`config.mk`:
```
export PLATFORM = sky130hd
export DESIGN_NAME = nrs_re_mapper
export DESIGN_NICKNAME = d
export VERILOG_FILES = /design/src/rtl/nrs_pkg.sv /design/src/rtl/cell_id_mod6.sv /design/src/rtl/nrs_re_mapper.sv
export SDC_FILE = /design/constraint.sdc
export NUM_CORES = 1
export LEC_CHECK = 0
export ABC_AREA = 1
export BUFFER_PORTS_ARGS = -buffer_cell sky130_fd_sc_hd__clkbuf_2
export CORE_ASPECT_RATIO = 0.8
export CORE_UTILIZATION = 25
export CTS_BUF_LIST = sky130_fd_sc_hd__clkbuf_16
export CTS_CLUSTER_DIAMETER = 150
export DETAILED_ROUTE_END_ITERATION = 10
export HOLD_SLACK_MARGIN = 0.06
export PLACE_DENSITY = 0.47
export SYNTH_ARGS = -nofsm -noshare
export SYNTH_HDL_FRONTEND = slang
export SYNTH_SLANG_ARGS = --single-unit
```
`constraint.sdc`:
```
create_clock -name clk -period 5.3 [get_ports clk]
set_input_delay 0.795 -clock clk [delete_from_list [all_inputs] [get_ports clk]]
set_output_delay 0.795 -clock clk [all_outputs]
set_load 0.02 [all_outputs]
```
`src/rtl/nrs_pkg.sv`:
```
// Shared constants and types for the NRS resource-element mapper and its helpers.
// Contents: pilot symbol table, subcarrier spacing constants, v offsets, FSM state enum,
// default word/address widths, and small helpers for the symbol and k0 lookups.
package nrs_pkg;

  localparam int unsigned NRS_WIDTH_REG = 16;
  localparam int unsigned NRS_LINES     = 4;
  localparam int unsigned NRS_WIDTH_B   = 9;

  localparam int unsigned SC_PER_RB     = 12;
  localparam int unsigned PILOT_SPACING = 6;

  // v offset for the first (l=5) and second (l=6) NRS symbol of each slot.
  localparam int unsigned V_L5 = 0;
  localparam int unsigned V_L6 = 3;

  // OFDM symbol index of the s-th NRS-bearing symbol in the subframe.
  localparam logic [3:0] NRS_SYM [4] = '{4'd5, 4'd6, 4'd12, 4'd13};

  typedef enum logic [2:0] {
    StIdle,
    StRdAddr,
    StRdCap,
    StWrP1,
    StWrP2,
    StFin
  } nrs_state_e;

  function automatic logic [3:0] nrs_sym(input logic [1:0] s);
    return NRS_SYM[s];
  endfunction

  // First pilot subcarrier: (v + v_shift) mod 6, v selected by symbol parity.
  function automatic logic [3:0] nrs_k0(input logic [2:0] vshift, input logic odd);
    logic [3:0] sum;
    sum = {1'b0, vshift} + (odd ? 4'(V_L6) : 4'(V_L5));
    if (sum >= 4'(PILOT_SPACING)) begin
      sum = sum - 4'(PILOT_SPACING);
    end
    return sum;
  endfunction

endpackage

```
`src/rtl/cell_id_mod6.sv`:
```
// Combinational 9-bit mod-6 reducer for the physical cell ID.
// Ports: id_i  - 9-bit cell ID (0..511, values above 503 reduce normally)
//        mod6_o - id_i mod 6 (0..5)
// mod 3 is taken from the sum of base-4 digits (4 = 1 mod 3); mod 2 is bit 0; the two
// residues are then combined by a small CRT table.
module cell_id_mod6 (
  input  logic [8:0] id_i,
  output logic [2:0] mod6_o
);

  logic [3:0] dsum;
  logic [2:0] d2;
  logic [1:0] r3;

  assign dsum = 4'(id_i[1:0]) + 4'(id_i[3:2]) + 4'(id_i[5:4]) + 4'(id_i[7:6]) + 4'(id_i[8]);
  assign d2   = 3'(dsum[3:2]) + 3'(dsum[1:0]);

  always_comb begin
    if (d2 >= 3'd6) begin
      r3 = 2'd0;
    end else if (d2 >= 3'd3) begin
      r3 = 2'(d2 - 3'd3);
    end else begin
      r3 = d2[1:0];
    end
  end

  always_comb begin
    mod6_o = 3'd0;
    unique case ({r3, id_i[0]})
      3'b000:  mod6_o = 3'd0;
      3'b001:  mod6_o = 3'd3;
      3'b010:  mod6_o = 3'd4;
      3'b011:  mod6_o = 3'd1;
      3'b100:  mod6_o = 3'd2;
      3'b101:  mod6_o = 3'd5;
      default: mod6_o = 3'd0;
    endcase
  end

endmodule

```
`src/rtl/nrs_re_mapper.sv`:
```
// NRS resource-element mapper for antenna port 2000.
// Reads the generator's 16-word pilot file (4 symbols x 2 pilots x re/im) one symbol at a
// time and streams the 8 complex pilots to the resource-grid buffer via valid/ready.
// Ports: clk/rst (sync, active high); nrs_ready/nrs_blank/N_cell_ID start a subframe;
//        rd_addr_mapper_* / nrs_mapper_* generator read ports (data one cycle after addr);
//        re_wr_* grid write interface; busy/done/start_err status.
module nrs_re_mapper
  import nrs_pkg::*;
#(
  parameter int unsigned WIDTH_REG = NRS_WIDTH_REG,
  parameter int unsigned LINES     = NRS_LINES,
  parameter int unsigned WIDTH_B   = NRS_WIDTH_B
) (
  input  logic                 clk,
  input  logic                 rst,
  input  logic                 nrs_ready,
  input  logic                 nrs_blank,
  input  logic [WIDTH_B-1:0]   N_cell_ID,
  output logic [LINES-1:0]     rd_addr_mapper_1r,
  output logic [LINES-1:0]     rd_addr_mapper_1i,
  output logic [LINES-1:0]     rd_addr_mapper_2r,
  output logic [LINES-1:0]     rd_addr_mapper_2i,
  input  logic [WIDTH_REG-1:0] nrs_mapper_1r,
  input  logic [WIDTH_REG-1:0] nrs_mapper_1i,
  input  logic [WIDTH_REG-1:0] nrs_mapper_2r,
  input  logic [WIDTH_REG-1:0] nrs_mapper_2i,
  output logic                 re_wr_valid,
  input  logic                 re_wr_ready,
  output logic [3:0]           re_wr_sym,
  output logic [3:0]           re_wr_sc,
  output logic [WIDTH_REG-1:0] re_wr_data_r,
  output logic [WIDTH_REG-1:0] re_wr_data_i,
  output logic                 busy,
  output logic                 done,
  output logic                 start_err
);

  nrs_state_e state_q, state_d;
  logic [1:0] s_q, s_d;
  logic [2:0] vshift_q, vshift_d, vshift_comb;
  // Set on a blank start: FIN then spends one extra cycle before pulsing done.
  logic       blank_q, blank_d;
  logic       start_err_q, start_err_d;
  logic [LINES-1:0] a1r_q, a1i_q, a2r_q, a2i_q;
  logic [LINES-1:0] a1r_d, a1i_d, a2r_d, a2i_d;
  logic [WIDTH_REG-1:0] c1r_q, c1i_q, c2r_q, c2i_q;
  logic [WIDTH_REG-1:0] c1r_d, c1i_d, c2r_d, c2i_d;

  logic [LINES-1:0] addr_base;
  logic [3:0]       k0;
  logic             fin_done;
  logic             start_ok;

  cell_id_mod6 u_mod6 (
    .id_i  (9'(N_cell_ID)),
    .mod6_o(vshift_comb)
  );

  assign addr_base = LINES'({s_q, 2'b00});
  assign k0        = nrs_k0(vshift_q, s_q[0]);
  assign fin_done  = (state_q == StFin) && !blank_q;
  // The done cycle doubles as an accept slot so subframes can run back to back.
  assign start_ok  = nrs_ready && ((state_q == StIdle) || fin_done);
  assign busy      = (state_q != StIdle) && !fin_done;
  assign start_err_d = nrs_ready && busy;
  assign start_err   = start_err_q;

  always_comb begin
    state_d  = state_q;
    s_d      = s_q;
    vshift_d = vshift_q;
    blank_d  = blank_q;
    a1r_d    = a1r_q;
    a1i_d    = a1i_q;
    a2r_d    = a2r_q;
    a2i_d    = a2i_q;
    c1r_d    = c1r_q;
    c1i_d    = c1i_q;
    c2r_d    = c2r_q;
    c2i_d    = c2i_q;
    re_wr_valid  = 1'b0;
    re_wr_sym    = 4'd0;
    re_wr_sc     = 4'd0;
    re_wr_data_r = '0;
    re_wr_data_i = '0;
    done         = 1'b0;

    unique case (state_q)
      StIdle: begin
      end
      StRdAddr: begin
        a1r_d   = addr_base;
        a1i_d   = addr_base + LINES'(1);
        a2r_d   = addr_base + LINES'(2);
        a2i_d   = addr_base + LINES'(3);
        state_d = StRdCap;
      end
      StRdCap: begin
        c1r_d   = nrs_mapper_1r;
        c1i_d   = nrs_mapper_1i;
        c2r_d   = nrs_mapper_2r;
        c2i_d   = nrs_mapper_2i;
        state_d = StWrP1;
      end
      StWrP1: begin
        re_wr_valid  = 1'b1;
        re_wr_sym    = nrs_sym(s_q);
        re_wr_sc     = k0;
        re_wr_data_r = c1r_q;
        re_wr_data_i = c1i_q;
        if (re_wr_ready) begin
          state_d = StWrP2;
        end
      end
      StWrP2: begin
        re_wr_valid  = 1'b1;
        re_wr_sym    = nrs_sym(s_q);
        re_wr_sc     = k0 + 4'(PILOT_SPACING);
        re_wr_data_r = c2r_q;
        re_wr_data_i = c2i_q;
        if (re_wr_ready) begin
          if (s_q == 2'd3) begin
            state_d = StFin;
          end else begin
            s_d     = s_q + 2'd1;
            state_d = StRdAddr;
          end
        end
      end
      StFin: begin
        if (blank_q) begin
          blank_d = 1'b0;
        end else begin
          done    = 1'b1;
          state_d = StIdle;
        end
      end
      default: state_d = StIdle;
    endcase

    if (start_ok) begin
      vshift_d = vshift_comb;
      s_d      = 2'd0;
      blank_d  = nrs_blank;
      state_d  = nrs_blank ? StFin : StRdAddr;
    end
  end

  // Addresses are live during RD_ADDR and hold their last value otherwise.
  assign rd_addr_mapper_1r = a1r_d;
  assign rd_addr_mapper_1i = a1i_d;
  assign rd_addr_mapper_2r = a2r_d;
  assign rd_addr_mapper_2i = a2i_d;

  always_ff @(posedge clk) begin
    if (rst) begin
      state_q     <= StIdle;
      s_q         <= 2'd0;
      vshift_q    <= 3'd0;
      blank_q     <= 1'b0;
      start_err_q <= 1'b0;
      a1r_q       <= '0;
      a1i_q       <= '0;
      a2r_q       <= '0;
      a2i_q       <= '0;
      c1r_q       <= '0;
      c1i_q       <= '0;
      c2r_q       <= '0;
      c2i_q       <= '0;
    end else begin
      state_q     <= state_d;
      s_q         <= s_d;
      vshift_q    <= vshift_d;
      blank_q     <= blank_d;
      start_err_q <= start_err_d;
      a1r_q       <= a1r_d;
      a1i_q       <= a1i_d;
      a2r_q       <= a2r_d;
      a2i_q       <= a2i_d;
      c1r_q       <= c1r_d;
      c1i_q       <= c1i_d;
      c2r_q       <= c2r_d;
      c2i_q       <= c2i_d;
    end
  end

endmodule

```
-- After elaboration in Yosys (flattened, before gate mapping)
Index checks and enable logic that the tools add are counted.
- memories kept: 0
- input bits: 78
- flip-flop bits (word level): 90
- RAM bits: 0
- latch bits: 0
- ROM bits: 0
- shifts and indexed selects: 0
- $add $sub $neg: 13
- mux-type cells: 28
- equality and inequality tests: 15
- reduce and logical (&&, ||, !) cells: 14
- magnitude comparators: 4
- divide/modulo/power cells: 0
- $mul: 0
- bitwise operators: 2
- operator list (kind ; count):
    $pmux 16 s2 ; 2
    $mux 4 ; 8
    $mux 3 ; 6
    $pmux 3 s6 ; 1
    $pmux 3 s5 ; 1
    $eq 3x2->1 const B ; 4
    $eq 3x3->1 const B ; 4
    $ne 3x3->1 const B ; 3
    $add 4x2->4 ; 2
    $add 4x2->4 const B ; 2
    $bmux 4 s2 ; 1
    $pmux 4 s2 ; 1
    $add 2x2->3 ; 2
    $eq 3x1->1 const B ; 2
    $ge 3x3->1 const B ; 2
    $mux 2 ; 3
    $mux 1 ; 5
    $add 3x2->4 ; 1
    $add 4x1->4 ; 1
    $add 4x1->4 const B ; 1
    $add 4x3->4 const B ; 1
    $ge 4x3->1 const B ; 1
    $logic_and 1x1->1 ; 4
    $reduce_and 4->1 ; 1
    15 further kinds ; 17

-- Depth between registers and ports, before layout
- depth after elaboration: 10
- mapped depth: 19
- depth with buffers taken out: 19

-- Hierarchy
Synthesis repeated with hierarchy kept, for this count alone.
- cell total of the unflattened synthesis: 556
- area total of the unflattened synthesis: 4224.1 µm²
- modules (own cells, without submodules) (module ; area an instance (µm²) ; cells each ; instances):
    nrs_re_mapper ; 3876.2 ; 505 ; 1
    cell_id_mod6 ; 347.8 ; 51 ; 1

-- Worst setup path after synthesis
Ideal clock, no wire load.
- kind: input to register
- start point: in N_cell_ID[0]
- end point: reg vshift_q[1]
- setup time: 0.113 ns
- setup slack: 1.205 ns
- cell stages on the path: 17
- data arrival time: 3.982 ns
- cells stage by stage: ha_1 fa_1 inv_1 fa_1 fa_1 xnor2_1 ha_1 fa_1 ha_1 nor2_1 nand2_1 nand2_1 nand2_1 nand2_1 nand2_1 nand3_1 nand2_1
- cells in the longest elaborated chain, start to end: 10
- elaborated cells on any way between the ends: 16
- those cells by class: add/sub: 6; order compare: 2; eq/ne: 5; mux: 3
- RTL lines (what ; line ; text):
    start: declaration ; nrs_re_mapper.sv:18 ; input logic [WIDTH_B-1:0] N_cell_ID,
    $add 2x2->3 ; cell_id_mod6.sv:15 ; assign dsum = 4'(id_i[1:0]) + 4'(id_i[3:2]) + 4'(id_i[5:4]) + 4'(id_i[7:6]) + 4'(id_i[8]);
    $add 4x2->4 (2 in a row) ; cell_id_mod6.sv:15 ;
    $add 4x1->4 ; cell_id_mod6.sv:15 ;
    $add 2x2->3 ; cell_id_mod6.sv:16 ; assign d2 = 3'(dsum[3:2]) + 3'(dsum[1:0]);
    $ge 3x2->1 / $sub 2x2->2 (equally long branches) ; cell_id_mod6.sv:21, cell_id_mod6.sv:22 ;
    $mux 2 ; cell_id_mod6.sv:21 ; end else if (d2 >= 3'd3) begin
    $mux 2 ; cell_id_mod6.sv:19 ; if (d2 >= 3'd6) begin
    $eq 3x3->1 (tied with other cells) ; cell_id_mod6.sv:30 ; unique case ({r3, id_i[0]})
    $pmux 3 s5 (*) ; cell_id_mod6.sv:30 ;
    end signal: assignment ; nrs_re_mapper.sv:173 ; vshift_q <= vshift_d;
    end: declaration ; nrs_re_mapper.sv:40 ; logic [2:0] vshift_q, vshift_d, vshift_comb;
Every way passes the cells marked *; elsewhere a longest branch is shown, timed or not.
A chain may end at the register's enable or synchronous reset.

-- Worst setup path in the final report
Ends and elaborated chain as after synthesis.

==> run summary <==
Dividing the detail-routed wire length by the instance count gives 11.9 um. Setup repair after global routing left no endpoint under its margin. The most used flip-flop cell after synthesis is dfxtp_1. Once the floorplan was initialized, standard cells occupied 25.5% of the core. Using the TritonRoute via totals, the vias-per-cell ratio works out to 4.37.

Total congestion overflow: 0. After routing the design area is 5340 sq um. Setup violations remaining at the end of the flow were counted as 0. The number of hold-slack violations in the final timing report is 0, and the combined area of the multi-input logic cells is 1800 sq um. The top cell type by area accounts for 42.6% of the synthesized area. From left edge to right edge, the die measures 147 um. The fraction of layout instances using a drive strength above 1 came out at 24.7%. Traced cell by cell, the critical path runs through clkbuf_2, ha_1, fa_1, inv_1, fa_1, fa_1, xnor2_1, ha_1, fa_1, ha_1, nor2_1, nand2_1, nand2_1, nand2_1, nand2_1, nand2_1, nand3_1, nand2_1. The number of enable flip-flop cells after synthesis was 0. Type of the most critical hold path: reg -> reg. The logs give 7480 um for the post-DP HPWL and 0 for the max-slew violation total from the final report. STA puts the critical path data arrival time at 4.40 ns.

In the finished design, the share of the clock period the worst path needs comes to 78.5%. Counting stages on the worst path, the most repeated cell is nand2_1. The worst clock skew was 0.00567 ns; the final RePlAce weighted congestion was 0.755. The initial antenna violation count is 0, and the I/O pin total is 138.

The total routed wirelength was 10700 um. Of all flip-flops after synthesis, the portion carrying an async set or reset was 0%. The flow ran to the end, and the final reports show no timing, DRC or antenna violations.

The root buffer cell chosen for the clock tree is clkbuf_16. The floorplan step defined a die boundary enclosing 17400 sq um. The cell count after synthesis came out at 561. Compared with the post-synthesis result, the final layout area differs by 26.2%. The number of instances resized during post-cts repair is 0, and the worst slew margin relative to its limit is 33.1%.

CTS built an H-tree with a depth of 3. The sum of negative setup slack is 0 ns. The detailed router finished its first iteration with 162 violations. The die is 118 um tall. For this run, the top clock speed supported by timing is 0.240 GHz. The transition at the pin with the smallest max-transition slack is 1.00 ns, and the count of yosys warnings during synthesis is 0. The sequential cells in the finished layout cover a total of 1800 sq um. STA classifies the critical path endpoint as a register.

The number of distinct standard cells referenced by the synthesized netlist is 30, and the remaining routing DRC violations is 0. Across the run, the number of max-cap violations was 0. After clock tree synthesis, the flow added hold-fix buffers numbering 0. Entering global routing, the biggest net connects 78 pins.

After the last flow step, the layout net total stands at 775. The required time at the worst-slack endpoint came out at 5.54 ns. By area the synthesized netlist is led by dfxtp_1 (43%), inv_1 (9.9%), a21oi_1 (9.6%). The critical path in this run is classified as in -> reg.

The tools report the maximum resistive drop on vdd as 0.178 mV. Number of buffers added by the clock tree synthesis step: 9. The number of buffers and inverters on the critical path is 2. The number of cell instances on the worst register-to-register path works out to 8.

The nature of the critical path startpoint was an input pin. The synthesized net count is 658, and the count of cells along the worst hold path is 2. For this design, the sink count on the clock tree is 90. The first detailed-routing pass ran for 4 iterations. The most common cell in the synthesized netlist is inv_1.

The netlist area before placement was 4230 sq um; the floorplan row count was 42. The first global-routing pass estimated 18100 um of wire. The sequential area share after synthesis was 42.6%; the largest fanout on the critical path was 5.

The number of antenna repair diodes is 0, and the number of cells on the critical path is 18. The final-layout worst hold slack is 0.453 ns, and the layout filler cell count is 1781. For the post-route antenna net violation count, the log shows 0.

Grouping stages by cell kind, the critical path spends the most delay in adder cells. After clock tree synthesis, the setup repair step added 0 buffers. The minimum clock period was 4.16 ns; the post-detailed-placement cell area was 5020 sq um. In this run the power density over the cells is 451 nW/um^2. The library cell contributing the largest single delay on the critical path was fa_1.

Leading area contributor after synthesis: dfxtp_1. By count the netlist is led by inv_1 (112), dfxtp_1 (90), a21oi_1 (81). The delay of the slowest cell on the worst path works out to 0.53 ns. The maximum count of clock buffers along a single path came out at 2. After synthesis the netlist holds a flip-flop and latch count of 90. The via count of the first global-routing pass is 3783, and the clock edge transition at the registers on the reported setup and hold paths is 0.06 ns. Leakage power total: 2.50 nW.

TritonCTS built the clock tree. The quantity of I/O buffers inserted on ports is 137. Across every metal layer, demand over resource in global routing totals 12.8%. At the later pin of the worst-skew pair, clock insertion delay measures 0.34 ns.

Dividing the synthesized area by the synthesized cell count gives 7.54 sq um. The via count is 3942. In this run the standard cell core region covers 16600 sq um.
[flip-flops by register name (all words and copies together) (netlist names), 2 cells and up]
name / cells
a1i_q: 4
c1r_q: 16
s_q: 2
a1r_q: 4
c2i_q: 16
c2r_q: 16
c1i_q: 16
state_q: 3
a2r_q: 4
a2i_q: 4
vshift_q: 3
[placed cells by master, fill, tap and decap left out, drive strengths merged, types with 4 or more instances in the layout]
cell,count
nand3,18
dfxtp,90
ha,13
clkbuf,146
o21ai,69
fa,6
o22ai,33
nand2,75
nand4,4
inv,118
nor2,16
a21oi,81
[cell type report]
type,count,share of cell area [%]
repair buffers,139,13.1
inverters,116,8.16
clock buffers,9,4.22
well taps,220,5.16
flip-flops and latches,90,33.8
clock inverters,7,1.76
multi-input cells,322,33.8
[per-layer routing]
layer	vias up	GRT usage [%]	share of wire [%]	wire, um
li1	2042	-	-	-
met1	1767	16.7	49	5200
met2	120	19.6	43	4590
met3	13	4.29	7.2	767
met4	0	4.77	1.5	161
met5	-	0	0	0
[kinds of logic (layout without fill, tap and decap cells)]
| family | Yosys count | after routing | share of synthesized area [%] |
|---|---|---|---|
| AOI/OAI and AO/OA | 185 | 185 | 23.0 |
| DFF | 90 | 90 | 42.6 |
| and+or+nand+nor | 115 | 115 | 12.2 |
| xor gates and xnor gates | 3 | 3 | 0.621 |
| buffers and inverters | 149 | 271 | 14.9 |
| adders and majority gates | 19 | 19 | 6.69 |
[final timing paths]
path	from	to	slack, ns
max	N_cell_ID[0]	vshift_q[1]	1.14
min	c2r_q[3]	c2r_q[3]	0.45
max reg2reg	state_q[1]	state_q[0]	3.01
min reg2reg	c2r_q[3]	c2r_q[3]	0.45
[report_power, final]
group | internal [mW] | leakage [nW] | switching [mW]
Clock | 0.413 | 0.159 | 0.269
Combinational | 0.280 | 1.61 | 0.568
Sequential | 0.822 | 0.732 | 0.0551
[worst min-delay path: cells and delay by family, from the launching register on]
kind	cells	cell delay, ns
buffers and inverters	1	0.06
AO/OA/AOI/OAI	1	0.05
flip-flops	1	0.30
[stage by stage]
step                power (mW)  instances  worst slack (ns)  util (%)
floorplan                 1.55        561              1.21         -
global placement          1.70        887             0.948      30.3
detailed placement        1.74        887             0.807      30.3
CTS                       2.44        903              1.18      32.2
global route              2.61        903             0.908      32.2
finish                    2.41        903              1.14      32.2
Note: power is estimated with default switching activity, not from simulation.
